**src/rtl/bpu_res_arbiter.sv**
```systemverilog
// bpu_res_arbiter: schedules branch/jump unit resolutions into the single bpu update port.
// Optional statistics counters are built when BPU_RES_STATS_EN is defined.
package mmm_pkg;
    localparam int XLEN = 32;
    typedef struct packed {
        logic            valid;
        logic [XLEN-1:0] pc;
        logic [XLEN-1:0] target;
        logic            taken;
        logic            mispredict;
    } resolution_t;
endpackage

module bpu_res_arbiter
    import mmm_pkg::*;
#(
    parameter int DEPTH = 4
) (
    input  logic        clk_i,
    input  logic        rst_i,
    input  logic        flush_i,
    input  logic        req0_valid_i,
    output logic        req0_ready_o,
    input  resolution_t req0_res_i,
    input  logic        req1_valid_i,
    output logic        req1_ready_o,
    input  resolution_t req1_res_i,
    output resolution_t bpu_res_o
`ifdef BPU_RES_STATS_EN
    ,
    output logic [31:0] stat_updates_o,
    output logic [31:0] stat_mispred_o,
    output logic [31:0] stat_stall_o
`endif
);
    localparam int AW = $clog2(DEPTH);
    localparam int CW = $clog2(DEPTH + 1);

    logic [1:0]  req_valid, push, ne, full, pop_src;
    resolution_t req_res [2];
    resolution_t head [2];
    logic        both, mp_pri, sel, pop, rr_ptr;

    assign req_valid    = {req1_valid_i, req0_valid_i};
    assign req_res[0]   = req0_res_i;
    assign req_res[1]   = req1_res_i;
    assign req0_ready_o = !full[0];
    assign req1_ready_o = !full[1];
    assign push         = req_valid & ~full & {2{!flush_i}};

    for (genvar s = 0; s < 2; s++) begin : g_fifo
        resolution_t   mem [DEPTH];
        logic [AW-1:0] wp, rp;
        logic [CW-1:0] cnt;
        assign full[s] = cnt == CW'(DEPTH);
        assign ne[s]   = cnt != '0;
        assign head[s] = mem[rp];
        // pointers and occupancy; flush empties the queue ahead of any push or pop
        always_ff @(posedge clk_i or posedge rst_i) begin
            if (rst_i) begin
                wp  <= '0;
                rp  <= '0;
                cnt <= '0;
            end else if (flush_i) begin
                wp  <= '0;
                rp  <= '0;
                cnt <= '0;
            end else begin
                if (push[s]) wp <= wp + 1'b1;
                if (pop_src[s]) rp <= rp + 1'b1;
                cnt <= cnt + CW'(push[s]) - CW'(pop_src[s]);
            end
        end
        // storage needs no reset: occupancy alone decides what is live
        always_ff @(posedge clk_i) begin
            if (push[s]) mem[wp] <= req_res[s];
        end
    end

    // winner: lone head, else the lone mispredict, else the round-robin pick
    always_comb begin
        both    = &ne;
        mp_pri  = both && (head[0].mispredict ^ head[1].mispredict);
        sel     = !both ? ne[1] : mp_pri ? head[1].mispredict : rr_ptr;
        pop     = |ne && !flush_i;
        pop_src = !pop ? 2'b00 : sel ? 2'b10 : 2'b01;
    end

    // pointer advances only when round-robin actually decided the pop
    always_ff @(posedge clk_i or posedge rst_i) begin
        if (rst_i) rr_ptr <= 1'b0;
        else if (pop && both && !mp_pri) rr_ptr <= !sel;
    end

    // registered update: valid for one cycle per pop, payload held otherwise
    always_ff @(posedge clk_i or posedge rst_i) begin
        if (rst_i) begin
            bpu_res_o <= '0;
        end else if (pop) begin
            bpu_res_o       <= head[sel];
            bpu_res_o.valid <= 1'b1;
        end else begin
            bpu_res_o.valid <= 1'b0;
        end
    end

`ifdef BPU_RES_STATS_EN
    logic stall;
    assign stall = |(req_valid & full);
    // saturating statistics, untouched by flush
    always_ff @(posedge clk_i or posedge rst_i) begin
        if (rst_i) begin
            stat_updates_o <= '0;
            stat_mispred_o <= '0;
            stat_stall_o   <= '0;
        end else begin
            if (pop && stat_updates_o != '1) stat_updates_o <= stat_updates_o + 1'b1;
            if (pop && head[sel].mispredict && stat_mispred_o != '1) stat_mispred_o <= stat_mispred_o + 1'b1;
            if (stall && stat_stall_o != '1) stat_stall_o <= stat_stall_o + 1'b1;
        end
    end
`endif
endmodule

```
**config.mk**
```make
export PLATFORM = sky130hd
export DESIGN_NAME = bpu_res_arbiter
export DESIGN_NICKNAME = d
export VERILOG_FILES = /design/src/rtl/bpu_res_arbiter.sv
export SDC_FILE = /design/constraint.sdc
export NUM_CORES = 1
export LEC_CHECK = 0
export CAP_MARGIN = 25
export CORE_MARGIN = 3
export CORE_UTILIZATION = 57
export DETAILED_ROUTE_END_ITERATION = 6
export PLACE_DENSITY = 0.79
export RECOVER_POWER = 100
export SLEW_MARGIN = 10
export SYNTH_ARGS = -nofsm -noshare
export SYNTH_HDL_FRONTEND = slang
export SYNTH_SLANG_ARGS = --single-unit
```
**constraint.sdc**
```tcl
create_clock -name clk_i -period 3.8 [get_ports clk_i]
set_input_delay 0.38 -clock clk_i [delete_from_list [all_inputs] [get_ports clk_i]]
set_output_delay 0.38 -clock clk_i [all_outputs]
set_load 0.01 [all_outputs]
```
Yosys cells after proc, flatten, opt, wreduce, memory -nomap -nowiden
Memories as Yosys holds them, arrays and structs flattened.
Index checks and enable logic that the tools add are counted.
{ "totals": {"reg_bits": 82, "ramBits": 536, "input_bits": 139, "output_inout_bits": 69, "word_cells": 69, "memories": 2} }
{ "memory_table": {"columns": ["name", "words", "word_bits", "rd", "rd_clocked_by_memory_dff", "write_ports", "line", "rtl"], "rows": [
  ["g_fifo[0].mem", 4, 67, 1, 0, 1, "52", "resolution_t mem [DEPTH];"],
  ["g_fifo[1].mem", 4, 67, 1, 0, 1, "52", null]
]} }
{ "classes": {"add_sub_neg": 8, "n_lt_le_gt_ge": 1, "eq_ne": 2, "mux": 22, "n_bitwise": 5, "reduce_logical": 17} }
{ "op_table": {"columns": ["op", "n"], "rows": [
  ["66-bit 2-to-1 mux", 3],
  ["2-bit 2-to-1 mux", 10],
  ["2-bit by 1-bit adder with 2-bit output (second input constant)", 4],
  ["2-bit nonzero test", 4],
  ["1-bit 2-to-1 mux", 7],
  ["3-bit by 1-bit adder with 3-bit output", 2],
  ["3-bit == test (second input constant)", 2],
  ["3-bit 2-to-1 mux", 2],
  ["3-bit nonzero test", 2],
  ["3-bit by 1-bit subtractor with 3-bit output", 2],
  ["1-bit logical NOT", 5],
  ["2-bit bitwise AND", 2],
  ["1-bit logical AND", 4],
  ["2-bit >= comparator (second input constant)", 1],
  ["1-bit inverter with 2-bit output", 1],
  ["2-bit inverter", 1],
  ["2-bit AND reduction", 1],
  ["2-bit OR reduction", 1],
  ["1-bit XOR", 1]
]} }

Logic depth before layout (Yosys ltp)
{ "logic_depth": {"ltp_word": 9, "ltp_mapped": 13, "ltp_nobuf": 11} }

Least setup slack after synthesis
OpenSTA, ideal clock, no wires.
{ "synth_timing": {"kind": "reg2reg", "from": "reg g_fifo[1].rp[0]", "to": "reg g_fifo[1].cnt[2]", "setup_ps": 132, "arrival_ps": 2997, "required_ps": 3668, "setup_slack_ps": 671, "path_stages_with_launch": 14, "path_buffers": 2, "synth_period_minus_slack_ps": 3129, "cell_sequence": "dfrtp_1 -> buf_2 -> mux4_2 -> or3b_2 -> o211a_1 -> clkbuf_1 -> ha_1 -> inv_1 -> ha_1 -> inv_1 -> fa_1 -> xor2_1 -> xnor2_1 -> nor2_1"} }
{ "synth_via": {"elab_chain_cells": 9} }
{ "synth_lines": {"columns": ["element", "line", "rtl"], "rows": [
  ["start: declaration", "53", "logic [AW-1:0] wp, rp;"],
  ["start signal: assignment", "70", "if (pop_src[s]) rp <= rp + 1'b1;"],
  ["memory read 4 x 67 bit (*)", null, null],
  ["1-bit XOR", "83", "mp_pri = both && (head[0].mispredict ^ head[1].mispredict);"],
  ["1-bit logical AND", "83", null],
  ["1-bit 2-to-1 mux (*) (2 in series)", "84", "sel = !both ? ne[1] : mp_pri ? head[1].mispredict : rr_ptr;"],
  ["2-bit 2-to-1 mux (*) (2 in series)", "86", "pop_src = !pop ? 2'b00 : sel ? 2'b10 : 2'b01;"],
  ["3-bit by 1-bit subtractor with 3-bit output (*)", "71", "cnt <= cnt + CW'(push[s]) - CW'(pop_src[s]);"],
  ["3-bit 2-to-1 mux (*)", "64", "end else if (flush_i) begin"],
  ["end signal: assignment", "71", null],
  ["end: declaration", "54", "logic [CW-1:0] cnt;"]
]} }
Mark *: on every way between the ends. The rest lies on a longest branch, timed or not.
A chain may end at the register's enable or synchronous reset.

Worst setup path after layout
{ "layout_timing": {"from": "reg g_fifo[1].cnt[1]", "to": "mem g_fifo[1].mem[0][14] in the netlist's numbering (enable)"} }
{ "layout_via": {"elab_chain_cells": 6} }
{ "layout_lines": {"columns": ["element", "line", "rtl"], "rows": [
  ["3-bit == test", "55", "assign full[s] = cnt == CW'(DEPTH);"],
  ["2-bit inverter", "49", "assign push = req_valid & ~full & {2{!flush_i}};"],
  ["2-bit bitwise AND (2 in series)", "49", null],
  ["1-bit 2-to-1 mux", "76", "if (push[s]) mem[wp] <= req_res[s];"],
  ["1-bit 2-to-1 mux (not written as such)", "76", null],
  ["end: declaration", "52", null]
]} }
No other way between the ends.

==> results.json <==
{
  "min_path_type": "input pin to register",
  "max_freq_mhz": 320,
  "port_buffers": 205,
  "synthTopCellsByArea": "edfxtp_1 70%, mux4_2 13%, dfrtp_1 9.0%, nand2_1 2.3%, a22oi_1 2.2%",
  "viasPerCell": 6.03,
  "detail_route.wl_per_cell_um": 26.2,
  "regArea_um2": 17900,
  "p_per_area_nw_per_um2": 674,
  "slew_headroom_pct": -88.0,
  "net-switching-power_mw": 5.08,
  "post-cts-setup-buffer-count": 0,
  "drc_errors": 0,
  "syn_inst": 1087,
  "clkTransAtPathRegs_ns": 0.06,
  "cts_buffers": 60,
  "grt_pass1_wl_mm": 74.8,
  "synth_nets": 1240,
  "grt_max_degree": 68,
  "tightest_slew_ns": 2.80,
  "fillers": 2364,
  "synth_top_area_share_pct": 69.7,
  "min_period_over_period_pct": 82.1,
  "hpwlAfterDp_mm": 27.9,
  "cts_tree": "done",
  "crit_fanout": 39,
  "ys_ff_latch": 610,
  "yosysTopAreaCell": "edfxtp_1",
  "setup_viol": 0,
  "core_um2": 39000,
  "ys_seq_area_share_pct": 78.7,
  "violations": "max-capacitance violations, max-slew violations",
  "routabilityCongestion": 0.733,
  "ctsResizeCount": 0,
  "maxCapViolCount": 8,
  "dr.pass1.iters": 5,
  "routed_wl_mm": 49.9,
  "fin_nets": 1475,
  "syn_to_final_growth_pct": 20.9,
  "cts_buffer_depth": 3,
  "antenna_found_initial": 16,
  "critPathKind": "register to register",
  "insertion_delay_ns": 0.61,
  "track_usage_pct": 24.3,
  "netlist_area_um2": 22800,
  "finalSetupTns_ns": 0,
  "first_iter_violations": 938,
  "endpoint_kind": "register",
  "synth_ff_type": "edfxtp_1",
  "cts-root-buf": "clkbuf_16",
  "multi_input_area_um2": 4580,
  "p_int_mw": 13.5,
  "synth_warnings": 0,
  "p_leak_nw": 9.35,
  "io_pins": 208,
  "holdWs_ns": 0.372,
  "synth.distinct_cells": 31,
  "startpoint_type": "register",
  "die-area_um2": 42400,
  "avgSynthCellArea_um2": 20.9,
  "swShare_pct": 27.4,
  "arrival_ns": 3.39,
  "grt_pass1_vias": 12211,
  "ant_nets": 0,
  "clkPwrFrac_pct": 31.4,
  "finalCoreUtilization_pct": 70.5,
  "rows": 72,
  "outcome": "finished, violations left",
  "post-route-min-period_ns": 3.12,
  "grt.overflow.total": 0,
  "cts.htree.levels": 2,
  "pwr-share-comb_pct": 23.4,
  "rsz0062_at_grt": "no",
  "ir_drop_mv": 0.499,
  "fp.dieH_um": 206,
  "cts_sinks": 610,
  "dr_total_vias": 11457,
  "async_flop_share_pct": 13.4,
  "slew_viol_final": 277,
  "sequentialPowerShare_pct": 45.2,
  "synth_edf_count": 528,
  "ctsHoldBuffers": 0,
  "layout-drive-gt1-share_pct": 18.6,
  "floorplan.initialDensity_pct": 58.3,
  "hold_viol": 0,
  "finalClockSkew_ns": 0.0182,
  "dieWidth_um": 206,
  "cp.required_ns": 4.07
}
## through the flow
| step | setup WS (ns) | std cells | instance area (µm²) | total power [mW] |
|---|---|---|---|---|
| 6_report | 0.679 | 1901 | 27500 | 18.5 |
| 5_1_grt | 0.379 | 1898 | 27500 | 19.4 |
| 4_1_cts | 0.734 | 1892 | 27500 | 18.9 |
| 3_5_place_dp | 0.751 | 1778 | 25600 | 13.1 |
| 3_3_place_gp | 0.809 | 1777 | 25500 | 12.9 |
| 2_1_floorplan | 0.671 | 1087 | 22800 | 11.2 |
## cells by family (layout without fill, tap and decap cells)
group	Yosys count	count (layout)	synth area share (%)
AO/OA/AOI/OAI	77	77	2.62
multiplexers	132	132	13.1
adder cells (fa/ha/maj)	14	14	0.836
other	0	9	0
buffers and inverters	67	354	1.23
AND/OR/NAND/NOR	178	178	3.23
flip-flops	610	610	78.7
XOR/XNOR	9	9	0.346
## cell type report
type	instances	area share [%]
Multi-Input combinational cell	410	16.6
Inverter	12	0.168
Sequential cell	610	65.1
Clock inverter	22	0.805
Tap cell	518	2.36
Antenna cell	9	0.0819
Clock buffer	92	6.38
Timing Repair Buffer	228	8.43
## critical path, cell delays in order, from the launching register on
cell	delay (ns)
dfrtp_1	0.45
nor2_1	0.08
nand2_1	0.11
nand2_1	0.12
nor2_1	0.23
and2_1	1.37
buf_12	0.39
## worst paths after layout
path                                       startpoint                              to  slack [ns]  depth (start not counted)
setup / recovery           g_fifo[1].cnt[1]$_DFF_PP0_  g_fifo[1].mem[0][14]$_DFFE_PP_        0.68                          6
hold / removal                           req0_valid_i     g_fifo[0].wp[1]$_DFFE_PP0P_        0.37                          3
setup reg to reg           g_fifo[1].cnt[1]$_DFF_PP0_  g_fifo[1].mem[0][14]$_DFFE_PP_        0.68                          6
hold reg to reg                    rr_ptr$_DFFE_PP0P_              rr_ptr$_DFFE_PP0P_        0.49                          1
max in group asynchronous                       rst_i     g_fifo[0].rp[1]$_DFFE_PP0P_        1.20                          2
min in group asynchronous                       rst_i       bpu_res_o[10]$_DFFE_PP0N_        1.01                          2
## power by group through the flow
stage,clock network (mW),logic [mW],registers (mW)
after floorplan,0,2.57,8.60
after global placement,0,4.43,8.49
after detailed placement,0,4.55,8.53
after CTS,5.93,4.60,8.40
after global routing,6.21,4.70,8.45
final,5.82,4.34,8.39
## cells in the mapped netlist, types with 2 or more instances
master and number:
a31o_2 2, dfrtp_1 82, ha_1 12, xor2_1 2
nor3_1 3, nor2b_1 3, nor2_1 15, o211a_1 2
buf_1 4, buf_2 11, nand2b_1 3, xnor2_1 7
fa_1 2, and2_1 9, buf_4 4, clkbuf_1 36
nand3_1 2, mux4_2 132, a21oi_1 4, inv_1 12
nand2_1 138, edfxtp_1 528, a22oi_1 66
## metal layers
metal  vias to the layer above  GRT usage, %  wire [µm]
met3                       103          4.83       3110
met2                       396          41.6      26000
met5                         -             0        112
met4                        18          7.78       1170
li1                       4876             -          -
met1                      6064          31.8      19500
## layout by cell type, fill, tap and decap left out, types with 4 or more instances in the layout
cell type / Yosys / final
buf_4: 4 / 11
nand2_1: 138 / 138
ha_1: 12 / 12
nor2_1: 15 / 15
bufinv_16: 0 / 4
edfxtp_1: 528 / 528
dlygate4sd3_1: 0 / 202
dfrtp_4: 0 / 4
a21oi_1: 4 / 4
a22oi_1: 66 / 66
dfrtp_1: 82 / 78
clkinv_1: 0 / 6
xnor2_1: 7 / 7
clkbuf_16: 0 / 62
mux4_2: 132 / 132
clkbuf_1: 36 / 24
diode_2: 0 / 9
clkinv_2: 0 / 9
buf_12: 0 / 7
and2_1: 9 / 6
clkbuf_8: 0 / 9
inv_1: 12 / 11
## registers in the layout, indices dropped and copies added (netlist names)
register	flops
g_fifo.mem	528
g_fifo.wp	4
g_fifo.cnt	6
g_fifo.rp	4
bpu_res_o	67
rr_ptr	1
(Power assumes the default switching activity.)
